==> src/rtl/muxed_register_scheduler.sv <==
// Two-requester scheduler loading one shared registered output behind a valid/ready stage.
// Build option: define MUX_SCHED_ROUND_ROBIN_EN for round-robin tie breaking (default: requester 1 wins ties).
module muxed_register_scheduler #(
    parameter int WIDTH = 4
) (
    input  logic             clk,
    input  logic             rst,
    input  logic             req1,
    input  logic [WIDTH-1:0] d1,
    output logic             gnt1,
    input  logic             req2,
    input  logic [WIDTH-1:0] d2,
    output logic             gnt2,
    output logic [WIDTH-1:0] q_out,
    output logic             q_valid,
    output logic             q_src,
    input  logic             q_ready,
    output logic             state_dbg
);

    // Handshake: a transfer happens on any edge where valid && ready; a requester
    // holds req/data stable until its gnt is seen high, and the consumer takes
    // q_out on any edge where q_valid && q_ready.

    typedef enum logic {
        EMPTY = 1'b0,
        FULL  = 1'b1
    } state_t;

    state_t           state_q, state_d;
    logic [WIDTH-1:0] q_out_q, q_out_d;
    logic             q_src_q, q_src_d;
    logic             load_ok;
    logic             tie_to_2;
    logic             data_select;

`ifdef MUX_SCHED_ROUND_ROBIN_EN
    // Holds the index of the last granted requester; reset to 1 so requester 1 wins the first tie.
    logic last_q, last_d;

    assign tie_to_2 = (last_q == 1'b0);

    always_comb begin
        last_d = last_q;
        if (gnt1) begin
            last_d = 1'b0;
        end else if (gnt2) begin
            last_d = 1'b1;
        end
    end

    always_ff @(posedge clk) begin
        if (rst) begin
            last_q <= 1'b1;
        end else begin
            last_q <= last_d;
        end
    end
`else
    assign tie_to_2 = 1'b0;
`endif

    assign q_valid     = (state_q == FULL);
    assign load_ok     = !q_valid || q_ready;
    assign data_select = gnt1;

    always_comb begin
        gnt1 = 1'b0;
        gnt2 = 1'b0;
        if (!rst && load_ok) begin
            if (req1 && req2) begin
                gnt1 = !tie_to_2;
                gnt2 = tie_to_2;
            end else begin
                gnt1 = req1;
                gnt2 = req2;
            end
        end
    end

    always_comb begin
        state_d = state_q;
        q_out_d = q_out_q;
        q_src_d = q_src_q;
        if (gnt1 || gnt2) begin
            state_d = FULL;
            q_out_d = data_select ? d1 : d2;
            q_src_d = gnt2;
        end else if (q_valid && q_ready) begin
            state_d = EMPTY;
        end
    end

    always_ff @(posedge clk) begin
        if (rst) begin
            state_q <= EMPTY;
            q_out_q <= '0;
            q_src_q <= 1'b0;
        end else begin
            state_q <= state_d;
            q_out_q <= q_out_d;
            q_src_q <= q_src_d;
        end
    end

    assign q_out     = q_out_q;
    assign q_src     = q_src_q;
    assign state_dbg = state_q;

endmodule

==> config.mk <==
export PLATFORM = sky130hd
export DESIGN_NAME = muxed_register_scheduler
export DESIGN_NICKNAME = d
export VERILOG_FILES = /design/src/rtl/muxed_register_scheduler.sv
export SDC_FILE = /design/constraint.sdc
export NUM_CORES = 1
export LEC_CHECK = 0
export BUFFER_PORTS_ARGS = -buffer_cell sky130_fd_sc_hd__buf_2
export CORE_AREA = 2 2 39 41
export CTS_CLUSTER_SIZE = 24
export DETAILED_ROUTE_END_ITERATION = 10
export DIE_AREA = 0 0 41 43
export SYNTH_ARGS = -nofsm -noshare
export SYNTH_HDL_FRONTEND = slang
export SYNTH_SLANG_ARGS = --single-unit
export TNS_END_PERCENT = 100
==> constraint.sdc <==
create_clock -name clk -period 1.2 [get_ports clk]
set_input_delay 0.12 -clock clk [delete_from_list [all_inputs] [get_ports clk]]
set_output_delay 0.12 -clock clk [all_outputs]
set_load 0.05 [all_outputs]
**Word-level counts from Yosys, hierarchy flattened**

Cells that the tools add are included.
W data, S select, Z words.

- Multiplexer cells: 7
- Reduce and logical (&&, ||, !) cells: 8

Operator list:

| cell | count |
|---|---|
| $mux W1 | 6 |
| $mux W4 | 1 |
| $logic_and A1 B1 Y1 | 3 |
| $logic_not A1 Y1 | 2 |
| $logic_or A1 B1 Y1 | 2 |
| $reduce_bool A2 Y1 | 1 |

- Bits in registers: 6
- Input bits: 13

**Depth between registers and ports, before layout**

- Depth in word-level cells: 6
- Mapped depth: 4

**Least setup slack after synthesis**

No wires, ideal clock.

- Path kind: reg2out
- From: reg state_q, in the netlist q_valid
- To: out gnt2
- Data arrival time: 1855 ps
- Data required time: 1080 ps
- Path slack: -775 ps
- Cell stages (with the launch flop): 3
- Buffers on the path: 0
- Cell sequence: dfxtp_1 -> and2b_2 -> nor3_1

- Longest elaborated chain between the ends: 4

RTL lines:

| element | line | text |
|---|---|---|
| start, declared | 30 | `state_t state_q, state_d;` |
| start signal, assigned | 100 | `state_q <= state_d;` |
| $logic_not A1 Y1 | 64 | `assign load_ok = !q_valid \|\| q_ready;` |
| $logic_or A1 B1 Y1 | 64 |  |
| $logic_and A1 B1 Y1 | 70 | `if (!rst && load_ok) begin` |
| $mux W1 | 70 |  |
| end, declared | 13 | `output logic gnt2,` |

Every way passes these cells.

**Worst setup path after layout**

- From: reg state_q, in the netlist q_valid
- To: out gnt1

- Longest elaborated chain between the ends: 4

RTL lines:

| element | line | text |
|---|---|---|
| $logic_not A1 Y1 | 64 |  |
| $logic_or A1 B1 Y1 | 64 |  |
| $logic_and A1 B1 Y1 | 70 |  |
| $mux W1 | 70 |  |
| end, declared | 10 | `output logic gnt1,` |

Every way passes these cells.

==> results.tsv <==
metric	value	unit
drt total wl	790	um
endpoints failing hold	0	
via count	325	
outcome	finished with violations	
initial antenna violation count	0	
leading area contributor after synthesis	dfxtp_1	
setup violators final	2	
# diodes	0	
reg2reg path depth	4	
placed inst area	434	um^2
RSZ-0062 raised after global routing	yes	
Sinks on Clock Net	6	
Worst EP arrival	1.10	ns
nets@finish	69	
Layout Skew	0.00688	ns
FP Rows	14	
Synth Instances	32	
share of the synthesized area in the top cell type	39.3	%
Total GRT Usage	11.3	%
first-pass GRT wire length	1240	um
share of cells above drive strength 1	61.8	%
Vias/cell	4.58	
RR Startpoint	q_valid	
syn nets	45	
failing checks	negative setup slack	
H-tree levels	1	
Max VDD drop	0.000739	V
Util after Layout	34.7	%
Final HPWL DP	598	um
Die Y	43	um
Syn Area/Cell	9.54	um^2
worst hold stages	2	
Final WS setup	-0.0230	ns
Startpoint Class	flip-flop	
post-route cell area	480	um^2
CTS root buffer	clkbuf_4	
Leak Pwr	0.228	nW
Slew Limit Fails	0	
reg2reg setup slack	0.09	ns
PortBufs	21	
Die Width	41	um
vias in the first global route	288	
die area	1760	um^2
CTS tree	done	
Routability Congestion	0.666	
largest net degree at the start of global routing	9	
Synth Cell Area	305	um^2
CP endpoint kind	primary output	
sequential-to-total area share from yosys stat	39.3	%
min-delay src	req1	
Slew HR	83.7	%
core area	1380	um^2
power per cell area	1310	nW/um^2
critical path class	flip-flop to primary output	
Yosys cell types	17	
worst r2r dst	q_out[0]	
Remaining DRCs	0	
Initial Util	22.1	%
clock latency on the worst-skew pair	0.25	ns
synthesis-stage register bit count	6	
worst slew pin tran	0.244	ns
fin crit period	1.22	ns
antenna-violating nets left	0	
Layout area overhead	57.4	%
Max clock buf depth	2	
Required @ worst endpoint	1.08	ns
post-DR wirelength/cell	11.1	um
Max Cap Violations	0	
DRT iter0 DRCs	3	
synth top area cells	dfxtp_1 (39%), a221oi_1 (8.6%), inv_1 (6.1%)	
clock-pin slew on the worst setup and hold paths	0.05	ns
Overflow after GRT	0	
Min-Delay Path Class	primary input to flip-flop	
fmax	0.818	GHz
Max FO, Critical Path	2	
CTS buffer count	3	
hold endpoint	q_src	
Pre-Repair DR Iteration Count	4	
Tcrit/Tclk final	102	%
synth warn	0	
Ports	22	
Yosys cell counts (all sizes together):
master and number:
nor2 1, clkbuf 1, o21ai 1, nand2b 2, o22ai 4, a21oi 2, nor3 2, dfxtp 6
and2b 1, a211oi 1, inv 5, a221oi 4, buf 2
stage by stage:
stage / total power, mW / instances / setup slack (ns) / hold slack [ns] / setup TNS [ns]
2_1_floorplan: 0.374 / 32 / -0.0392 / 0.217 / -0.0392
3_3_place_gp: 0.419 / 66 / 0.0944 / 0.383 / 0
3_5_place_dp: 0.420 / 66 / 0.0840 / 0.392 / 0
4_1_cts: 0.647 / 71 / -0.0399 / 0.119 / -0.0766
5_1_grt: 0.671 / 71 / -0.0776 / 0.132 / -0.148
6_report: 0.631 / 71 / -0.0230 / 0.123 / -0.0459
kinds of logic after synthesis:
| group | after synthesis | share of synthesized area, % |
|---|---|---|
| AOI/OAI and AO/OA | 12 | 32.4 |
| buffers and inverters | 8 | 13.5 |
| DFF | 6 | 39.3 |
| and+or+nand+nor | 6 | 14.8 |
worst max-delay path by stage:
stage | from | to | slack, ns | cells after the start
3_3_place_gp | q_valid | gnt1 | 0.09 | 3
2_1_floorplan | q_valid | gnt1 | -0.04 | 2
3_5_place_dp | q_valid | gnt1 | 0.08 | 3
4_1_cts | q_valid | gnt2 | -0.04 | 3
5_1_grt | q_valid | gnt2 | -0.08 | 3
6_report | q_valid | gnt1 | -0.02 | 3
repair_timing:
item	4_1_cts	5_1_grt
setup buffers	1	0
gates resized for setup	4	0
cloned	0	0
pin swaps	1	0
hold buffers	0	0
setup endpoints to repair	2	2
cell type report:
cell class	count	area, um^2
Inverter	5	18.8
Tap cell	16	20.0
Timing Repair Buffer	22	125
Multi-Input combinational cell	18	166
Clock buffer	4	26.3
Sequential cell	6	124
Fill cell	156	903
registers in the layout, indices dropped and copies added, names as in the netlist:
signal / flops
q_valid: 1
q_src: 1
q_out: 4
critical path, stage by stage (launching register included):
cell and delay [ns]:
dfxtp_4 0.33, and2b_2 0.23, nor3_4 0.12, buf_6 0.17
power breakdown:
part | leakage (nW) | switching (mW) | internal (mW)
Clock | 0.0150 | 0.0822 | 0.127
Combinational | 0.162 | 0.135 | 0.0643
Sequential | 0.0505 | 0.00698 | 0.216
Total | 0.228 | 0.224 | 0.407
layer usage:
layer	track usage [%]	up-vias	share of wire, %
met5	0	-	0
met4	6.00	0	0
li1	-	165	-
met2	13.8	13	46
met3	9.42	0	8.2
met1	13.4	147	46
cell usage in the layout (no fill, tap or decap), drive strengths merged, types with 2 or more instances in the layout:
master  instances
dfxtp           6
clkbuf          4
a21oi           2
o22ai           4
buf            22
nand2b          2
inv             5
nor3            2
a221oi          4
No activity file was read; power rests on OpenSTA's default activity.
